## config.mk

```make
export PLATFORM = sky130hd
export DESIGN_NAME = io_mux_port
export DESIGN_NICKNAME = d
export VERILOG_FILES = /design/src/rtl/io_pkg.sv /design/src/rtl/io_sync2.sv /design/src/rtl/io_mux_port.sv
export SDC_FILE = /design/constraint.sdc
export NUM_CORES = 1
export LEC_CHECK = 0
export ABC_AREA = 1
export BUFFER_PORTS_ARGS = -buffer_cell sky130_fd_sc_hd__buf_4
export CORE_MARGIN = 3
export CORE_UTILIZATION = 64
export CTS_BUF_LIST = sky130_fd_sc_hd__clkbuf_8
export CTS_CLUSTER_SIZE = 20
export DETAILED_ROUTE_END_ITERATION = 8
export PLACE_DENSITY = 0.87
export SLEW_MARGIN = 40
export SYNTH_ARGS = -nofsm -noshare
export SYNTH_HDL_FRONTEND = slang
export SYNTH_SLANG_ARGS = --single-unit
```

## constraint.sdc

```tcl
create_clock -name clk -period 13.8 [get_ports clk]
set_clock_uncertainty 0.2 [all_clocks]
set_input_delay 0.69 -clock clk [delete_from_list [all_inputs] [get_ports clk]]
set_output_delay 0.69 -clock clk [all_outputs]
set_load 0.01 [all_outputs]
```

## src/rtl/io_pkg.sv

```systemverilog
// Shared definitions for the time-multiplexed I/O controller.
//   state_t     : scan FSM states
//   sel_width   : mux select width for a given slot count
//   addr_width  : CPU register address width for a given port/slot count
package io_pkg;

  typedef enum logic [1:0] {
    IDLE,
    GAP,
    SETTLE,
    SAMPLE
  } state_t;

  function automatic int sel_width(input int slots);
    return $clog2(slots);
  endfunction

  function automatic int addr_width(input int ports, input int slots);
    return $clog2(ports * slots);
  endfunction

  // Widths at the default configuration (2 ports x 8 slots).
  localparam int DEF_SEL_W  = sel_width(8);
  localparam int DEF_ADDR_W = addr_width(2, 8);

endpackage

```

## src/rtl/io_sync2.sv

```systemverilog
// Two-flop synchroniser for asynchronous inputs.
//   clk : destination clock
//   rst : asynchronous active-high reset, clears both stages
//   d   : asynchronous input vector
//   q   : synchronised output, two clk edges behind d
module io_sync2 #(
  parameter int WIDTH = 1
) (
  input  logic             clk,
  input  logic             rst,
  input  logic [WIDTH-1:0] d,
  output logic [WIDTH-1:0] q
);

  logic [WIDTH-1:0] meta;

  always_ff @(posedge clk or posedge rst) begin
    if (rst) begin
      meta <= '0;
      q    <= '0;
    end else begin
      meta <= d;
      q    <= meta;
    end
  end

endmodule

```

## src/rtl/io_mux_port.sv

```systemverilog
// Time-multiplexed I/O controller. NUM_PORTS byte ports each fan out to
// SLOTS external devices via a shared external mux; the scan FSM walks the
// slots, drives output slots and samples input slots into shadow registers.
// The CPU only ever touches the shadow registers.
//   clk, rst          : clock, asynchronous active-high reset
//   io_addr           : {port, slot} register address
//   io_wdata          : write data
//   io_we / io_re     : write / read strobes
//   io_cfg            : access the direction bit instead of the data register
//   io_rdata/io_ready : read data and one-cycle acknowledge
//   scan_en           : enables scanning
//   mux_sel           : external mux select, shared by all ports
//   pad_out / pad_oe  : pad drive values and per-port enables (tri-state at chip top)
//   pad_in            : pad inputs, asynchronous to clk
//   scan_done         : one-cycle pulse after each full sweep
module io_mux_port
  import io_pkg::*;
#(
  parameter int WIDTH      = 8,
  parameter int NUM_PORTS  = 2,
  parameter int SLOTS      = 8,
  parameter int SETTLE_CYC = 2
) (
  input  logic                                      clk,
  input  logic                                      rst,
  input  logic [addr_width(NUM_PORTS, SLOTS)-1:0]   io_addr,
  input  logic [WIDTH-1:0]                          io_wdata,
  input  logic                                      io_we,
  input  logic                                      io_re,
  input  logic                                      io_cfg,
  output logic [WIDTH-1:0]                          io_rdata,
  output logic                                      io_ready,
  input  logic                                      scan_en,
  output logic [sel_width(SLOTS)-1:0]               mux_sel,
  output logic [NUM_PORTS*WIDTH-1:0]                pad_out,
  output logic [NUM_PORTS-1:0]                      pad_oe,
  input  logic [NUM_PORTS*WIDTH-1:0]                pad_in,
  output logic                                      scan_done
);

  localparam int SEL_W  = sel_width(SLOTS);
  localparam int ADDR_W = addr_width(NUM_PORTS, SLOTS);
  localparam int NREG   = NUM_PORTS * SLOTS;
  localparam int CNT_W  = $clog2(SETTLE_CYC + 2) + 1;
  // SETTLE lasts SETTLE_CYC cycles of mux settling plus two synchroniser stages.
  localparam logic [CNT_W-1:0] SETTLE_LAST = CNT_W'(SETTLE_CYC + 1);

  state_t             state, state_next;
  logic [SEL_W-1:0]   slot;
  logic [CNT_W-1:0]   settle_cnt;

  logic [WIDTH-1:0]   out_reg [NREG];
  logic [WIDTH-1:0]   in_reg  [NREG];
  logic [NREG-1:0]    dir;

  logic [NUM_PORTS*WIDTH-1:0] pad_sync;
  logic                       addr_ok;
  logic [WIDTH-1:0]           rd_val;

  // SLOTS is a power of two, so {port, slot} is simply port*SLOTS OR slot.
  function automatic logic [ADDR_W-1:0] reg_idx(input int p, input logic [SEL_W-1:0] s);
    return ADDR_W'(p * SLOTS) | ADDR_W'(s);
  endfunction

  io_sync2 #(.WIDTH(NUM_PORTS * WIDTH)) u_sync (
    .clk (clk),
    .rst (rst),
    .d   (pad_in),
    .q   (pad_sync)
  );

  // The slot counter drives the mux directly; it only advances when leaving
  // SAMPLE, so the select always changes while every pad_oe is low.
  assign mux_sel = slot;

  // Widened compare stays meaningful when NREG fills the whole address space.
  assign addr_ok = ({1'b0, io_addr} < (ADDR_W + 1)'(NREG));

  // ---------------------------------------------------------------- scan FSM
  always_ff @(posedge clk or posedge rst) begin
    if (rst) begin
      state      <= IDLE;
      slot       <= '0;
      settle_cnt <= '0;
      scan_done  <= 1'b0;
    end else begin
      // NOTE: non-blocking assignments for all state so every register in
      // this block samples pre-edge values regardless of statement order.
      state      <= state_next;
      settle_cnt <= (state == SETTLE) ? settle_cnt + CNT_W'(1) : '0;
      if (state == SAMPLE) slot <= slot + SEL_W'(1);
      scan_done  <= (state == SAMPLE) && (slot == SEL_W'(SLOTS - 1));
    end
  end

  always_comb begin
    // NOTE: every output of this block is defaulted first so no path leaves a
    // value unassigned, which would otherwise infer a latch.
    state_next = state;
    pad_oe     = '0;
    pad_out    = '0;
    case (state)
      IDLE:    if (scan_en) state_next = GAP;
      GAP:     state_next = SETTLE;
      SETTLE: begin
        if (settle_cnt == SETTLE_LAST) state_next = SAMPLE;
        // Live view of the shadow registers: CPU writes reach the pads next cycle.
        for (int p = 0; p < NUM_PORTS; p++) begin
          pad_oe[p]                 = dir[reg_idx(p, slot)];
          pad_out[p*WIDTH +: WIDTH] = out_reg[reg_idx(p, slot)];
        end
      end
      SAMPLE:  state_next = scan_en ? GAP : IDLE;
      default: state_next = IDLE;
    endcase
  end

  // ----------------------------------------------------------- register file
  always_comb begin
    rd_val = '0;
    if (addr_ok) begin
      if (io_cfg)            rd_val = {{(WIDTH-1){1'b0}}, dir[io_addr]};
      else if (dir[io_addr]) rd_val = out_reg[io_addr];
      else                   rd_val = in_reg[io_addr];
    end
  end

  always_ff @(posedge clk or posedge rst) begin
    if (rst) begin
      // NOTE: the shadow arrays are reset explicitly because every slot must
      // come up as a zero-valued input; this keeps them in flops, not RAM.
      for (int i = 0; i < NREG; i++) begin
        out_reg[i] <= '0;
        in_reg[i]  <= '0;
      end
      dir      <= '0;
      io_ready <= 1'b0;
      io_rdata <= '0;
    end else begin
      io_ready <= io_we | io_re;
      // rd_val is the pre-edge value, so a combined write+read returns old data.
      if (io_re) io_rdata <= rd_val;
      if (io_we && addr_ok) begin
        if (io_cfg) dir[io_addr]     <= io_wdata[0];
        else        out_reg[io_addr] <= io_wdata;
      end
      // Output slots are never sampled; dir is checked as it stands at SAMPLE.
      if (state == SAMPLE) begin
        for (int p = 0; p < NUM_PORTS; p++) begin
          if (!dir[reg_idx(p, slot)])
            in_reg[reg_idx(p, slot)] <= pad_sync[p*WIDTH +: WIDTH];
        end
      end
    end
  end

endmodule

```

==> summary.md <==
| Metric | Value |
|---|---|
| Status | complete, but fails checks |
| Failing checks | negative hold slack |
| DR DRC count | 0 |
| Max-slew headroom | 0.4324 |
| Global-route wire length before repair | 71.74 mm |
| Max Slew Vio Count | 0 |
| Synth cell types | 38 |
| Pleak | 8.708 nW |
| Yosys warns | 0 |
| Row count | 56 |
| Top cell type's share of synthesized area | 0.5179 |
| Critical Path Start Type | flip-flop |
| Finished Cell Area | 17320 um2 |
| Total vias in the final route | 14290 |
| Slew at the pin with the worst max-slew slack | 851.4 ps |
| Largest net degree at the start of global routing | 133 |
| CP Data Arrival Time | 2930 ps |
| Core Area | 23680 um2 |
| CTS root buf | clkbuf_8 |
| GPL Wtd Cong | 0.9979 |
| Unrepaired setup endpoints after global routing | no |
| Fin nets | 2104 |
| EDFF count, synth | 0 |
| Area Overhead vs Synth | 11.31% |
| Clk sink count | 322 |
| Worst EP required | 12910 ps |
| Pwr Density | 174.1 nW/um2 |
| Dpl cells | 2313 |
| CTS tree | built |
| Max Cap Viol | 0 |
| Crit path largest cell delay | 550 ps |
| Die Ht | 161.9 um |
| Resize count post-CTS | 0 |
| Peak supply drop | 0.1192 mV |
| CP Capture Type | output port |
| Die area | 26220 um2 |
| Hold Path Class | primary input to async pin |
| Clock Latency Late Sink | 600 ps |
| FFs w/ async S/R, synth | 1.000 |
| Ant diodes | 0 |
| Starting Density | 0.6570 |
| Setup CP Type | flip-flop to output port |
| Antenna violations before repair | 0 |
| R2R setup slack | 10880 ps |
| WL final | 44.33 mm |
| Most frequent cells in the layout | nand2_1, dfrtp_1, o21ai_0 |
| Final setup violation count | 0 |
| Share of cells above drive strength 1 | 0.1019 |
| Max FO, Critical Path | 15 |
| Worst r2r src | mux_sel[0] |
| Finished Layout Cells | 2419 |
| Drt pass-1 iters | 7 |
| R2r endpoint | in_reg[64] |
| H-tree levels | 2 |
| TritonCTS buffer count | 52 |
| Fill cell total of the finished layout | 1878 |
| Slowest CP cell | dfrtp_1 |
| Max clock buf depth | 3 |
| Most used flip-flop cell after synthesis | dfrtp_1 |
| Mean post-synth cell area | 7.703 um2 |
| Number of port buffers | 64 |
| Period utilization | 0.2765 |
| Initial drt markers | 1952 |
| Register bit total from synthesis | 322 |
| CP cell instances | inv_2 > nand3_1 > inv_2 > nand2_1 > nand2_1 > nor2_2 > nand2_4 > inv_1 > nor2_1 > buf_4 |
| Number of global-route vias before repair | 13830 |
| Overflow after GRT | 0 |
| Fmax achieved | 0.2620 GHz |
| Antenna-violating nets left | 0 |
| Post-Synthesis Cells | 2020 |
| Total GRT Usage | 0.3442 |
| Sequential area share after synthesis | 0.5179 |
| Hpwl dp | 27.73 mm |
| Mapped cell area | 15560 um2 |
| Clock slew at reported path FFs | 60 ps |
| Post-layout power | 3.015 mW |
| Post-Synthesis Net Count | 2061 |
| Commonest non-fill, non-tap cell in the layout | nand2_1 |
| Final Hold Viols | 9 |
| Setup TNS | 0 ps |
| Min cycle time layout | 3816 ps |
| Die Span X | 161.9 um |
| Top post-synthesis cells by area | dfrtp_1, nand2_1, o21ai_0 |
| Reg2Reg Depth | 11 |
| Hold WS | -25.62 ps |
| I/O pins | 65 |
| Vias per inst | 5.909 |
| Wirelength per Cell | 18.32 um |
| Area post-placement | 16100 um2 |
| Post-synth top area cell | dfrtp_1 |
-- power by group --
group,total (mW),leakage [nW],switching (mW),internal (mW)
sequential,1.35,4.14,0.164,1.18
clock,0.832,0.577,0.387,0.445
combinational,0.837,3.99,0.555,0.282
-- critical path: cells and delay by family, from the launching register on --
family                 cells  cell delay, ps
AND/OR/NAND/NOR            6             820
buffers and inverters      4             950
flip-flops                 1             550
-- synth_stat cells (all sizes together) (4+ instances only) --
cell type / instances
o21ai: 334
o2bb2ai: 4
nand2: 947
a21oi: 17
o22ai: 8
inv: 113
clkinv: 5
buf: 34
ha: 7
clkbuf: 65
nand3: 46
nor2: 71
dfrtp: 322
a41oi: 8
a22oi: 13
nand4: 11
a31oi: 4
-- routing by layer --
| layer | share of wire | up-vias | wire length (um) | track usage |
|---|---|---|---|---|
| li1 | - | 6538 | - | - |
| met1 | 0.39 | 6725 | 17290 | 0.4638 |
| met2 | 0.46 | 853 | 20270 | 0.5376 |
| met3 | 0.10 | 177 | 4615 | 0.07575 |
| met4 | 0.049 | 0 | 2157 | 0.1629 |
| met5 | 0 | - | 0 | 0 |
-- through the flow --
step | setup slack [ps] | utilization
floorplan | 3997 | -
global placement | 10360 | 0.6785
detailed placement | 10280 | 0.6800
finish | 9984 | 0.7314
global route | 9882 | 0.7314
CTS | 9772 | 0.7312
-- timing repair --
| item | CTS | global route |
|---|---|---|
| endpoints found under the hold margin | 15 | 0 |
| buffers inserted | 0 | 0 |
| hold buffers | 15 | 0 |
-- cell type report --
type / count / area [um2] / area share
Tap cell: 319 / 399.1 / 0.02304
Inverter: 118 / 467.9 / 0.02702
Sequential cell: 322 / 8058 / 0.4652
Multi-Input combinational cell: 1481 / 6599 / 0.3810
Clock buffer: 65 / 894.6 / 0.05165
Timing Repair Buffer: 88 / 734.5 / 0.04240
Clock inverter: 26 / 167.7 / 0.009680
-- kinds of logic after synthesis --
group / Yosys count / synth area share
and+or+nand+nor: 1075 / 0.2793
AOI/OAI and AO/OA: 398 / 0.1383
DFF: 322 / 0.5179
buffers and inverters: 217 / 0.05838
adders and majority gates: 7 / 0.005629
xor gates and xnor gates: 1 / 0.0005630
-- worst max-delay path by stage --
stage / start / to
finish: mux_sel[0] / pad_oe[0]
global route: mux_sel[0] / pad_oe[0]
CTS: state[0] / pad_out[11]
detailed placement: io_addr[0] / out_reg[100]
global placement: io_addr[0] / out_reg[96]
floorplan: rst / dir[0]
(Power assumes the default switching activity.)
